[src/rtl/sha_block_ctrl.sv]
// SHA-256 message-block controller: packs 64-bit words into 512-bit blocks,
// appends 0x80 / zero fill / 64-bit bit length, and hands blocks to the core.
module sha_block_ctrl #(
    parameter int LEN_W = 64
) (
    input  logic         i_clk,
    input  logic         i_rst,
    input  logic         i_in_valid,
    output logic         o_in_ready,
    input  logic [63:0]  i_in_data,
    input  logic         i_in_last,
    input  logic [3:0]   i_in_bytes,
    output logic         o_blk_valid,
    input  logic         i_blk_ready,
    output logic [511:0] o_blk_data,
    output logic         o_blk_first,
    output logic         o_blk_last,
    output logic         o_msg_busy
);

    localparam logic [63:0] MARK_WORD = 64'h8000_0000_0000_0000;

    typedef enum logic [1:0] {
        S_FILL,
        S_PAD,
        S_SEND,
        S_LENBLK
    } state_t;

    state_t             r_state;
    logic [2:0]         r_wi;
    logic [2:0]         r_k;
    logic [LEN_W-1:0]   r_len;
    logic [63:0]        r_w [8];
    logic               r_in_ready;
    logic               r_blk_valid;
    logic               r_blk_first;
    logic               r_blk_last;
    logic               r_busy;
    logic               r_first_pend;
    logic               r_more;
    logic               r_mark0;

    logic               w_accept;
    logic [3:0]         w_n;
    logic               w_full;
    logic [5:0]         w_nbits;
    logic [63:0]        w_keep;
    logic [63:0]        w_mark;
    logic [63:0]        w_padword;
    logic [6:0]         w_len_add;
    logic [LEN_W-1:0]   w_len_nxt;
    logic [63:0]        w_len_ext;
    logic [2:0]         w_wi1;

    // in_ready is forced low combinationally while reset is held so that it
    // can read 1 on the very first cycle after release.
    assign o_in_ready  = r_in_ready & ~i_rst;
    assign o_blk_valid = r_blk_valid;
    assign o_blk_first = r_blk_first;
    assign o_blk_last  = r_blk_last;
    assign o_msg_busy  = r_busy;

    assign w_accept  = i_in_valid && o_in_ready;
    assign w_n       = (i_in_bytes == 4'd0 || i_in_bytes > 4'd8) ? 4'd8 : i_in_bytes;
    assign w_full    = w_n[3];
    assign w_nbits   = {w_n[2:0], 3'b000};
    assign w_keep    = ~(64'hFFFF_FFFF_FFFF_FFFF >> w_nbits);
    assign w_mark    = MARK_WORD >> w_nbits;
    assign w_padword = (i_in_data & w_keep) | w_mark;
    assign w_len_add = i_in_last ? {w_n, 3'b000} : 7'd64;
    assign w_len_nxt = r_len + LEN_W'(w_len_add);
    assign w_wi1     = r_wi + 3'd1;

    always_comb begin
        w_len_ext = '0;
        w_len_ext[LEN_W-1:0] = r_len;
    end

    always_comb begin
        o_blk_data = '0;
        for (int i = 0; i < 8; i++)
            o_blk_data[511-64*i -: 64] = r_w[i];
    end

    always_ff @(posedge i_clk) begin
        if (i_rst) begin
            r_state      <= S_FILL;
            r_wi         <= '0;
            r_k          <= '0;
            r_len        <= '0;
            r_in_ready   <= 1'b1;
            r_blk_valid  <= 1'b0;
            r_blk_first  <= 1'b0;
            r_blk_last   <= 1'b0;
            r_busy       <= 1'b0;
            r_first_pend <= 1'b1;
            r_more       <= 1'b0;
            r_mark0      <= 1'b0;
            for (int i = 0; i < 8; i++)
                r_w[i] <= '0;
        end else begin
            case (r_state)
                S_FILL: begin
                    r_in_ready <= 1'b1;
                    if (w_accept) begin
                        r_busy <= 1'b1;
                        r_len  <= w_len_nxt;
                        if (!i_in_last) begin
                            r_w[r_wi] <= i_in_data;
                            r_wi      <= w_wi1;
                            if (r_wi == 3'd7) begin
                                r_state     <= S_SEND;
                                r_in_ready  <= 1'b0;
                                r_blk_valid <= 1'b1;
                                r_blk_first <= r_first_pend;
                                r_blk_last  <= 1'b0;
                                r_more      <= 1'b0;
                            end
                        end else if (!w_full) begin
                            r_w[r_wi]  <= w_padword;
                            r_k        <= r_wi;
                            r_state    <= S_PAD;
                            r_in_ready <= 1'b0;
                        end else if (r_wi != 3'd7) begin
                            r_w[r_wi]  <= i_in_data;
                            r_w[w_wi1] <= MARK_WORD;
                            r_k        <= w_wi1;
                            r_state    <= S_PAD;
                            r_in_ready <= 1'b0;
                        end else begin
                            // Full last word fills the block: marker and length go in an extra block.
                            r_w[7]      <= i_in_data;
                            r_state     <= S_SEND;
                            r_in_ready  <= 1'b0;
                            r_blk_valid <= 1'b1;
                            r_blk_first <= r_first_pend;
                            r_blk_last  <= 1'b0;
                            r_more      <= 1'b1;
                            r_mark0     <= 1'b1;
                        end
                    end
                end

                S_PAD: begin
                    for (int i = 0; i < 7; i++)
                        if (i > int'(r_k))
                            r_w[i] <= '0;
                    r_state     <= S_SEND;
                    r_blk_valid <= 1'b1;
                    r_blk_first <= r_first_pend;
                    if (r_k != 3'd7) begin
                        r_w[7]     <= w_len_ext;
                        r_blk_last <= 1'b1;
                        r_more     <= 1'b0;
                    end else begin
                        r_blk_last <= 1'b0;
                        r_more     <= 1'b1;
                        r_mark0    <= 1'b0;
                    end
                end

                S_LENBLK: begin
                    r_w[0] <= r_mark0 ? MARK_WORD : 64'd0;
                    for (int i = 1; i < 7; i++)
                        r_w[i] <= '0;
                    r_w[7]      <= w_len_ext;
                    r_state     <= S_SEND;
                    r_blk_valid <= 1'b1;
                    r_blk_first <= r_first_pend;
                    r_blk_last  <= 1'b1;
                    r_more      <= 1'b0;
                end

                default: begin
                    if (i_blk_ready) begin
                        r_blk_valid  <= 1'b0;
                        r_blk_first  <= 1'b0;
                        r_blk_last   <= 1'b0;
                        r_first_pend <= 1'b0;
                        if (r_more) begin
                            r_state <= S_LENBLK;
                        end else begin
                            r_state    <= S_FILL;
                            r_wi       <= '0;
                            r_in_ready <= 1'b1;
                            if (r_blk_last) begin
                                r_len        <= '0;
                                r_busy       <= 1'b0;
                                r_first_pend <= 1'b1;
                            end
                        end
                    end
                end
            endcase
        end
    end

endmodule

[config.mk]
export PLATFORM = sky130hd
export DESIGN_NAME = sha_block_ctrl
export DESIGN_NICKNAME = d
export VERILOG_FILES = /design/src/rtl/sha_block_ctrl.sv
export SDC_FILE = /design/constraint.sdc
export NUM_CORES = 1
export LEC_CHECK = 0
export BUFFER_PORTS_ARGS = -buffer_cell sky130_fd_sc_hd__buf_4
export CAP_MARGIN = 20
export CORE_AREA = 2 2 232 234
export CTS_CLUSTER_DIAMETER = 80
export DETAILED_ROUTE_END_ITERATION = 10
export DIE_AREA = 0 0 234 236
export PLACE_DENSITY = 0.66
export REMOVE_ABC_BUFFERS = 1
export SLEW_MARGIN = 10
export SYNTH_ARGS = -nofsm -noshare
export SYNTH_HDL_FRONTEND = slang
export SYNTH_SLANG_ARGS = --single-unit
[constraint.sdc]
create_clock -name i_clk -period 3.6 [get_ports i_clk]
set_input_delay 0.36 -clock i_clk [delete_from_list [all_inputs] [get_ports i_clk]]
set_output_delay 0.36 -clock i_clk [all_outputs]
set_load 0.02 [all_outputs]
Word-level counts from Yosys, hierarchy flattened
Memory sizes are Yosys's and may differ from the RTL's.
Index checks and enable logic that the tools add are counted.
Widths: inputs -> output; s select.

word-level totals
  register bits = 80
  RAM bits = 512
  output and inout bits = 517
  word-level logic and storage cells = 234
  memories = 1

memory list
  name  depth  width  read ports  clocked after Yosys merged registers in  wr ports  RTL line  source
  r_w   8      64     8           0                                        8         34        logic [63:0] r_w [8];

operators by class
  $add $sub $neg = 2
  magnitude comparators = 7
  equal/unequal tests = 16
  shifts and indexed selects = 2
  multiplexer cells = 145
  bitwise gates (word level) = 25
  reduce and logical (&&, ||, !) cells = 24

operators by type and width
  cell                   count
  $mux 64                25
  $pmux 64 s2            1
  $reduce_or 64->1       2
  $shr 64x6->64 const A  2
  $mux 1                 93
  $add 64x7->64          1
  $and 64x64->64         1
  $not 64->64            1
  $or 64x64->64          1
  $reduce_and 5->1       5
  $mux 3                 8
  $or 1x1->1             18
  $ne 3x3->1 const B     5
  $mux 2                 7
  $ne 2x2->1 const B     6
  $pmux 1 s2             5
  $gt 3x3->1 const A     3
  $mux 7                 1
  $gt 2x3->1 const A     2
  $pmux 1 s3             2
  $pmux 3 s2             1
  $reduce_and 3->1       2
  $reduce_and 6->1       1
  $reduce_bool 2->1      3
  21 further kinds       25

Depth between registers and ports, before layout
Gate-level depths: netlist of the first run.

  word-level depth = 13
  mapped depth = 14
  gate-level depth less buffers = 10

Least setup slack after synthesis of the first run
Ideal clock, no wire load.

  path kind = input-to-reg
  start point = input i_in_bytes[0]
  end point = register r_len[63]
  library setup time = 79 ps
  data arrival time = 2,845 ps
  data required time = 3,521 ps
  setup slack = 676 ps
  stages on the path = 12
  path through = clkbuf_1 -> and3b_1 -> ha_1 -> inv_1 -> fa_1 -> nor2b_1 -> o21ai_1 -> a2111oi_0 -> buf_2 -> and3_1 -> nand4_1 -> o211ai_1

between the ends
  longest elaborated chain between the ends = 7
  elaborated cells between the ends (all ways) = 8

RTL lines
  what                                           RTL line  source
  from (decl)                                    12        input logic [3:0] i_in_bytes,
  $gt 4x4->1 or $logic_not 4->1 (tied branches)  65        assign w_n = (i_in_bytes == 4'd0 || i_in_bytes > 4'd8) ? 4'd8 : i_in_bytes;
  $logic_or 1x1->1                               65
  $mux 4 (*)                                     65
  $mux 7 (*)                                     71        assign w_len_add = i_in_last ? {w_n, 3'b000} : 7'd64;
  $add 64x7->64 (*)                              72        assign w_len_nxt = r_len + LEN_W'(w_len_add);
  $mux 64 (*)                                    106       if (w_accept) begin
  $pmux 64 s2 (*)                                103       case (r_state)
  to (signal assigned)                           108       r_len <= w_len_nxt;
  to (decl)                                      33        logic [LEN_W-1:0] r_len;

Mark *: on every way between the ends. The rest lies on a longest branch, timed or not. The select of a mux whose other input is x is not followed.
A chain may end at the register's enable or synchronous reset.

Worst setup path in the final report of the first run
  start point = register r_len[3]
  end point = register r_len[39]

between the ends
  longest elaborated chain between the ends = 3

RTL lines
  what           RTL line
  $add 64x7->64  72
  $mux 64        106
  $pmux 64 s2    103

Every way passes these cells. The select of a mux whose other input is x is not followed.

==> metrics.log, run 1 <==
INFO  metric status = finished, final reports clean
INFO  metric drt_pass1_iterations = 8
INFO  metric synth-seq-area-share = 49.9%
INFO  metric clock_skew = 24.6 ps
INFO  metric synth_area_leaders = sky130_fd_sc_hd__dfxtp_1 (50%), sky130_fd_sc_hd__nor2_1 (8.3%), sky130_fd_sc_hd__a31oi_1 (6.1%)
INFO  metric clock-root-buffer = sky130_fd_sc_hd__clkbuf_16
INFO  metric peakVddDrop = 0.374 mV
INFO  metric initial_utilization = 44.5%
INFO  metric post_synth_mux_area_share = 0.169%
INFO  metric cp_startpoint = r_len[3]
INFO  metric grt_first_pass_wirelength = 145000 um
INFO  metric grt_pass1_vias = 22400
INFO  metric final-max-slew-violation-count = 0
INFO  metric cts.repair_timing.setup_buffer_count = 0
INFO  metric core-area = 53100 um^2
INFO  metric totalNegativeSetupSlack = 0 ps
INFO  metric cap_viol_max_count = 0
INFO  metric synth_most_common_cell = sky130_fd_sc_hd__dfxtp_1
INFO  metric finalSetupViolations = 0
INFO  metric drt-wirelength-per-cell = 24.5 um
INFO  metric timing.rr.start = r_len[3]
INFO  metric ys_ff_latch = 589
INFO  metric pin_count_of_the_biggest_net_entering_global_routing = 98
INFO  metric dominantRegCellSynth = sky130_fd_sc_hd__dfxtp_1
INFO  metric final_nets = 3367
INFO  metric placement_rows = 85
INFO  metric worstMarginPinSlew = 1060 ps
INFO  metric synth_compound_gate_area_share = 23.6%
INFO  metric die_area = 55200 um^2
INFO  metric final.setup.worst_slack = 589 ps
INFO  metric maximum_count_of_clock_buffers_along_a_single_path = 3
INFO  metric tritoncts.num_buffers = 61
INFO  metric finalWorstPathRequiredPeriod = 3010 ps
INFO  metric report.power.total = 14.7 mW
INFO  metric period_share = 83.6%
INFO  metric async_set_reset_flop_share_out_of_synthesis = 0%
INFO  metric yosys.area.top_type = sky130_fd_sc_hd__dfxtp_1
INFO  metric whs = 30.5 ps
INFO  metric crit_fanout = 11
INFO  metric routed_via_density = 6.07
INFO  metric gpl.final_weighted_congestion = 0.930
INFO  metric via_count = 24500
INFO  metric synthesis.area_per_instance = 8.43 um^2
INFO  metric hold_viol_final = 0
INFO  metric timing.critical_path.to_type = flop
INFO  metric gate_count_after_technology_mapping = 2805
INFO  metric power_per_cell_area = 472 nW/um^2
INFO  metric synth_fa_ha_area_share = 0.402%
INFO  metric synthDistinctLibCells = 75
INFO  metric critPathLaunchType = flop
INFO  metric cts.hold.buffers_added = 4
INFO  metric post-route-drc-count = 0
INFO  metric ys_warn_count = 0
INFO  metric highest_attainable_clock_frequency = 0.332 GHz
INFO  metric port_buffers = 589
INFO  metric gr-usage-all-layers = 34.1%
INFO  metric clk_latency = 640 ps
INFO  metric p_leak = 13.3 nW
INFO  metric synth.cell_area = 23600 um^2
INFO  metric slew_hr = 29.0%
INFO  metric ff2ff_path_depth = 10
INFO  metric finish.instance_area = 31100 um^2
INFO  metric largest_family_of_logic_cells_by_synthesized_area = compound AO/OA/AOI/OAI gates
INFO  metric clk_pin_slew_worst_paths = 70 ps
INFO  metric crit_arrival = 3510 ps
INFO  metric number_of_primary_i_o_pins = 590
INFO  metric dp.final_hpwl = 69500 um
INFO  metric yosysTopAreaCellShare = 49.9%
INFO  metric flow.area_growth_from_synthesis = 31.7%
INFO  metric regToRegEndpoint = r_len[39]
INFO  metric drt_wl_total = 98700 um
INFO  metric setup.worst_path.class = reg2reg
INFO  metric antenna_found_initial = 5
INFO  metric detail-route-antenna-nets = 0
INFO  metric drive_gt1_share = 25.2%
INFO  metric cts.htree.levels = 2
INFO  metric critPathRequiredTime = 4100 ps
INFO  metric dp_slack = 322 ps
INFO  metric worstHoldPathType = in2reg
INFO  metric synth.cells.most_frequent = sky130_fd_sc_hd__dfxtp_1 (589), sky130_fd_sc_hd__nor2_1 (525), sky130_fd_sc_hd__a31oi_1 (230), sky130_fd_sc_hd__nand2_1 (227), sky130_fd_sc_hd__clkbuf_1 (209)
INFO  metric die_width = 234 um
INFO  metric placedInstanceArea = 29000 um^2
INFO  metric sum_of_overflow_across_all_layers_after_global_routing = 0
INFO  metric setup_repair_after_global_routing_missed_its_margin = no
INFO  metric tritoncts = yes
INFO  metric initialDrtViolationCount = 2421
INFO  metric synth_simple_gate_area_share = 20.4%
INFO  metric fillerInstances = 4729
INFO  metric endpoint = r_len[39]
INFO  metric post_cts_resized = 0
INFO  metric synth_xor_xnor_area_share = 0.148%
INFO  metric post_synth_edffs = 0
INFO  metric chipHeight = 236 um
INFO  metric cts_sinks = 589
INFO  metric regToRegSetupSlack = 590 ps
-- stage by stage --
stage / util [%] / cells
5_1_grt: 58.6 / 4036
4_1_cts: 58.6 / 4035
2_1_floorplan: - / 2530
3_5_place_dp: 54.6 / 3916
3_3_place_gp: 54.6 / 3916
6_report: 58.6 / 4036
-- sequential cells by signal (all words and copies together) (netlist names), 2 cells and up --
| name | flops |
|---|---|
| r_k | 3 |
| r_len | 61 |
| r_state | 2 |
| r_w | 512 |
| r_wi | 3 |
-- worst min path at each step --
stage / to / slack, ps / depth (start not counted) / start
2_1_floorplan: r_first_pend / 420 / 2 / r_first_pend
3_3_place_gp: r_w[7][23] / 440 / 1 / r_w[7][23]
3_5_place_dp: r_w[7][15] / 450 / 1 / r_w[7][15]
4_1_cts: r_w[2][56] / 7 / 3 / i_in_data[56]
5_1_grt: r_w[3][62] / 10 / 3 / i_in_data[62]
6_report: r_w[2][57] / 30 / 3 / i_in_data[57]
-- layout by cell type, fill, tap and decap left out, types with 7 or more instances in the layout --
cell	Yosys	final
sky130_fd_sc_hd__a211oi_1	9	9
sky130_fd_sc_hd__a21o_1	7	7
sky130_fd_sc_hd__a21oi_1	145	142
sky130_fd_sc_hd__a22o_1	142	142
sky130_fd_sc_hd__a22oi_1	16	16
sky130_fd_sc_hd__a311oi_1	7	7
sky130_fd_sc_hd__a31oi_1	230	230
sky130_fd_sc_hd__a32o_1	40	40
sky130_fd_sc_hd__a41oi_1	10	10
sky130_fd_sc_hd__and2_1	23	23
sky130_fd_sc_hd__and3_1	35	35
sky130_fd_sc_hd__and4_1	7	7
sky130_fd_sc_hd__buf_12	0	16
sky130_fd_sc_hd__buf_4	1	674
sky130_fd_sc_hd__clkbuf_1	209	9
sky130_fd_sc_hd__clkbuf_16	0	61
sky130_fd_sc_hd__clkbuf_8	0	13
sky130_fd_sc_hd__clkinv_2	0	16
sky130_fd_sc_hd__clkinvlp_4	0	7
sky130_fd_sc_hd__dfxtp_1	589	589
sky130_fd_sc_hd__inv_1	51	50
sky130_fd_sc_hd__nand2_1	227	224
sky130_fd_sc_hd__nand3_1	98	97
sky130_fd_sc_hd__nand4_1	46	46
sky130_fd_sc_hd__nor2_1	525	513
sky130_fd_sc_hd__nor2_4	0	10
sky130_fd_sc_hd__nor2b_1	18	18
sky130_fd_sc_hd__nor3_1	24	24
sky130_fd_sc_hd__o211ai_1	7	7
sky130_fd_sc_hd__o21ai_0	78	78
sky130_fd_sc_hd__o21ai_1	16	16
sky130_fd_sc_hd__o221ai_1	7	7
sky130_fd_sc_hd__o2bb2ai_1	10	10
sky130_fd_sc_hd__o311ai_0	38	38
sky130_fd_sc_hd__or3_1	11	11
sky130_fd_sc_hd__or4_1	8	8
-- area by class of cell --
| type | instances | area [um^2] | share of cell area [%] |
|---|---|---|---|
| clock buffers | 83 | 1740 | 5.59 |
| diodes | 1 | 2.50 | 0.00804 |
| repair buffers | 694 | 5420 | 17.4 |
| flip-flops and latches | 589 | 11800 | 37.9 |
| multi-input cells | 1889 | 10700 | 34.5 |
| well taps | 696 | 871 | 2.80 |
| clock inverters | 32 | 368 | 1.18 |
| inverters | 52 | 198 | 0.635 |
-- worst max-delay path, cell delays in order, from the launching register on --
cell and delay [ps]:
sky130_fd_sc_hd__dfxtp_1 490, sky130_fd_sc_hd__ha_1 270, sky130_fd_sc_hd__inv_1 70, sky130_fd_sc_hd__fa_1 400, sky130_fd_sc_hd__nor2b_1 150, sky130_fd_sc_hd__o21ai_1 130
sky130_fd_sc_hd__a2111oi_4 710, sky130_fd_sc_hd__buf_4 280, sky130_fd_sc_hd__a31oi_1 90, sky130_fd_sc_hd__o21ai_0 170, sky130_fd_sc_hd__o21ai_0 110
-- per-layer routing --
layer / up-vias / wire, um / global-route usage, %
met2: 1332 / 45700 / 55.1
met4: 8 / 3670 / 11.7
met3: 209 / 9670 / 7.68
met1: 11900 / 39600 / 44.7
met5: - / 45 / 0
li1: 11100 / - / -
-- cell families after synthesis --
family / Yosys count
XOR/XNOR: 4
flip-flops: 589
AO/OA/AOI/OAI: 802
AND/OR/NAND/NOR: 1072
buffers and inverters: 327
adder cells (fa/ha/maj): 7
multiplexers: 4
-- report_power, final --
part	internal (mW)	leakage, nW	total (mW)	switching, mW
combinational	0.433	7.56	1.37	0.934
clock	3.82	1.03	6.59	2.76
sequential	6.65	4.76	6.74	0.0873
(Power assumes the default switching activity.)
==> run 2: changes to the inputs <==
--- a/config.mk
+++ b/config.mk
@@ -11,7 +11,7 @@
 export CTS_CLUSTER_DIAMETER = 80
 export DETAILED_ROUTE_END_ITERATION = 10
 export DIE_AREA = 0 0 234 236
-export PLACE_DENSITY = 0.66
+export PLACE_DENSITY = 0.69
 export REMOVE_ABC_BUFFERS = 1
 export SLEW_MARGIN = 10
 export SYNTH_ARGS = -nofsm -noshare
==> constraint.sdc (replaced) <==
create_clock -name i_clk -period 2.4 [get_ports i_clk]
set_input_delay 0.24 -clock i_clk [delete_from_list [all_inputs] [get_ports i_clk]]
set_output_delay 0.24 -clock i_clk [all_outputs]
set_load 0.02 [all_outputs]
==> run 2 against run 1 <==
Design area rose by 5.9%. Maximum frequency increased by 27%. Sequential share of layout area down 2.1 points. Via count rose by 3.6%. Critical path depth is the same. Total power increased by 54%. Die area unchanged. Highest routed layer unchanged.
==> metrics.log, run 2 (same netlist as run 1, synthesis figures left out) <==
INFO  metric cap_viol_max_count = 0
INFO  metric worstHoldPathType = in2reg
INFO  metric clk_pin_slew_worst_paths = 60 ps
INFO  metric critPathLaunchType = flop
INFO  metric maximum_count_of_clock_buffers_along_a_single_path = 3
INFO  metric met1_length = 39900 um
INFO  metric endpoint = r_len[59]
INFO  metric clk_latency = 610 ps
INFO  metric drt-wirelength-per-cell = 24.0 um
INFO  metric regToRegSetupSlack = 40 ps
INFO  metric routed_via_density = 6.04
INFO  metric status = finished, final reports clean
INFO  metric critPathRequiredTime = 2870 ps
INFO  metric clock-root-buffer = sky130_fd_sc_hd__clkbuf_16
INFO  metric layout_top_registers = r_w: 512 flops, r_len: 61 flops
INFO  metric sum_of_overflow_across_all_layers_after_global_routing = 0
INFO  metric initialDrtViolationCount = 2465
INFO  metric detail-route-antenna-nets = 0
INFO  metric crit_arrival = 2830 ps
INFO  metric largest-register = r_w
INFO  metric finalSetupViolations = 0
INFO  metric drt_pass1_iterations = 5
INFO  metric drive_gt1_share = 28.3%
INFO  metric whs = 24.5 ps
INFO  metric mostFrequentLayoutCells = sky130_fd_sc_hd__buf_4 (786), sky130_fd_sc_hd__dfxtp_1 (585), sky130_fd_sc_hd__nor2_1 (512), sky130_fd_sc_hd__a31oi_1 (230), sky130_fd_sc_hd__nand2_1 (223)
INFO  metric ff2ff_path_depth = 10
INFO  metric tritoncts.num_buffers = 66
INFO  metric via_count = 25400
INFO  metric flow.area_growth_from_synthesis = 39.4%
INFO  metric cp_startpoint = r_len[3]
INFO  metric timing.critical_path.to_type = flop
INFO  metric setup.worst_path.class = reg2reg
INFO  metric hold_viol_final = 0
INFO  metric gpl.final_weighted_congestion = 0.952
INFO  metric fillerInstances = 4541
INFO  metric drt_wl_total = 101000 um
INFO  metric highest_signal_layer = met5
INFO  metric highest_attainable_clock_frequency = 0.423 GHz
INFO  metric peakVddDrop = 0.524 mV
INFO  metric setup_repair_after_global_routing_missed_its_margin = yes
INFO  metric placement_rows = 85
INFO  metric worstMarginPinSlew = 819 ps
INFO  metric cts_sinks = 589
INFO  metric clock_skew = 26.1 ps
INFO  metric core-area = 53100 um^2
INFO  metric initial_utilization = 44.5%
INFO  metric final_nets = 3535
INFO  metric detailroute.wirelength.met3 = 9930 um
INFO  metric port_buffers = 589
INFO  metric met2_length = 46500 um
INFO  metric commonest_non_fill_non_tap_cell_in_the_layout = sky130_fd_sc_hd__buf_4
INFO  metric dp_slack = -314 ps
INFO  metric grt_pass1_vias = 23600
INFO  metric chipHeight = 236 um
INFO  metric power_per_cell_area = 688 nW/um^2
INFO  metric tritoncts = yes
INFO  metric largest_register_ffs = 512
INFO  metric die_area = 55200 um^2
INFO  metric final.setup.worst_slack = 38.0 ps
INFO  metric die_width = 234 um
INFO  metric number_of_primary_i_o_pins = 590
INFO  metric cts.htree.levels = 3
INFO  metric post-route-drc-count = 0
INFO  metric regToRegEndpoint = r_len[59]
INFO  metric crit_fanout = 7
INFO  metric slew_hr = 45.4%
INFO  metric antenna_found_initial = 10
INFO  metric period_share = 98.4%
INFO  metric finalWorstPathRequiredPeriod = 2360 ps
INFO  metric dp.final_hpwl = 71800 um
INFO  metric final-max-slew-violation-count = 0
INFO  metric timing.rr.start = r_len[3]
INFO  metric pin_count_of_the_biggest_net_entering_global_routing = 80
INFO  metric grt_first_pass_wirelength = 148000 um
INFO  metric report.power.total = 22.7 mW
INFO  metric gr-usage-all-layers = 34.9%
INFO  metric p_leak = 14.3 nW
run 2: worst min-delay path by stage:
stage | from | to | slack [ps] | depth (start not counted)
global placement | r_w[7][15] | r_w[7][15] | 440 | 1
CTS | i_in_data[26] | r_w[7][26] | 1 | 4
global route | i_in_data[38] | r_w[7][38] | 40 | 4
detailed placement | r_first_pend | r_first_pend | 440 | 2
finish | i_in_data[50] | r_w[7][50] | 20 | 4
floorplan | i_rst | o_blk_first | 310 | 1
run 2: repair_timing:
| action | in CTS | in global routing |
|---|---|---|
| gates cloned | 2 | 0 |
| pin swaps | 5 | 11 |
| endpoints found under the setup margin | 73 | 229 |
| gates resized for setup | 4 | 34 |
| hold buffers | 28 | 0 |
| endpoints found under the hold margin | 73 | 0 |
| buffers inserted | 1 | 9 |
run 2: power breakdown:
part,switching [mW],internal [mW]
Clock,4.21,6.10
Combinational,1.46,0.796
Sequential,0.129,9.98
Total,5.80,16.9
run 2: area by class of cell:
type	count	area [um^2]	area share, %
Timing Repair Buffer	855	7010	21.3
Multi-Input combinational cell	1891	10900	32.9
Clock buffer	97	1950	5.92
Inverter	52	198	0.600
Sequential cell	589	11800	35.8
Antenna cell	9	22.5	0.0684
Clock inverter	17	250	0.759
Tap cell	696	871	2.64
run 2: per-layer routing:
layer	GRT usage [%]	vias to the layer above
met5	0	-
met4	16.6	4
met3	7.54	243
met1	45.4	12300
li1	-	11400
met2	54.7	1467
run 2: through the flow:
stage	cell area [um^2]	setup TNS (ps)	cells	util [%]
final	32900	0	4206	62.1
after detailed placement	30200	-15540	4043	56.9
after global placement	30100	-14450	4041	56.8
after global routing	32900	-72.3	4205	62.1
after CTS	32700	0	4188	61.6
after floorplan	22500	-1354290	2530	-
run 2: critical path: stages, from the launching register on:
cell and delay, ps:
sky130_fd_sc_hd__dfxtp_2 330, sky130_fd_sc_hd__ha_2 180, sky130_fd_sc_hd__inv_1 50, sky130_fd_sc_hd__fa_2 360, sky130_fd_sc_hd__nor2b_4 140, sky130_fd_sc_hd__o21ai_4 100, sky130_fd_sc_hd__a2111oi_4 470, sky130_fd_sc_hd__buf_4 230
sky130_fd_sc_hd__a31oi_1 100, sky130_fd_sc_hd__o21ai_1 180, sky130_fd_sc_hd__o21ai_1 80
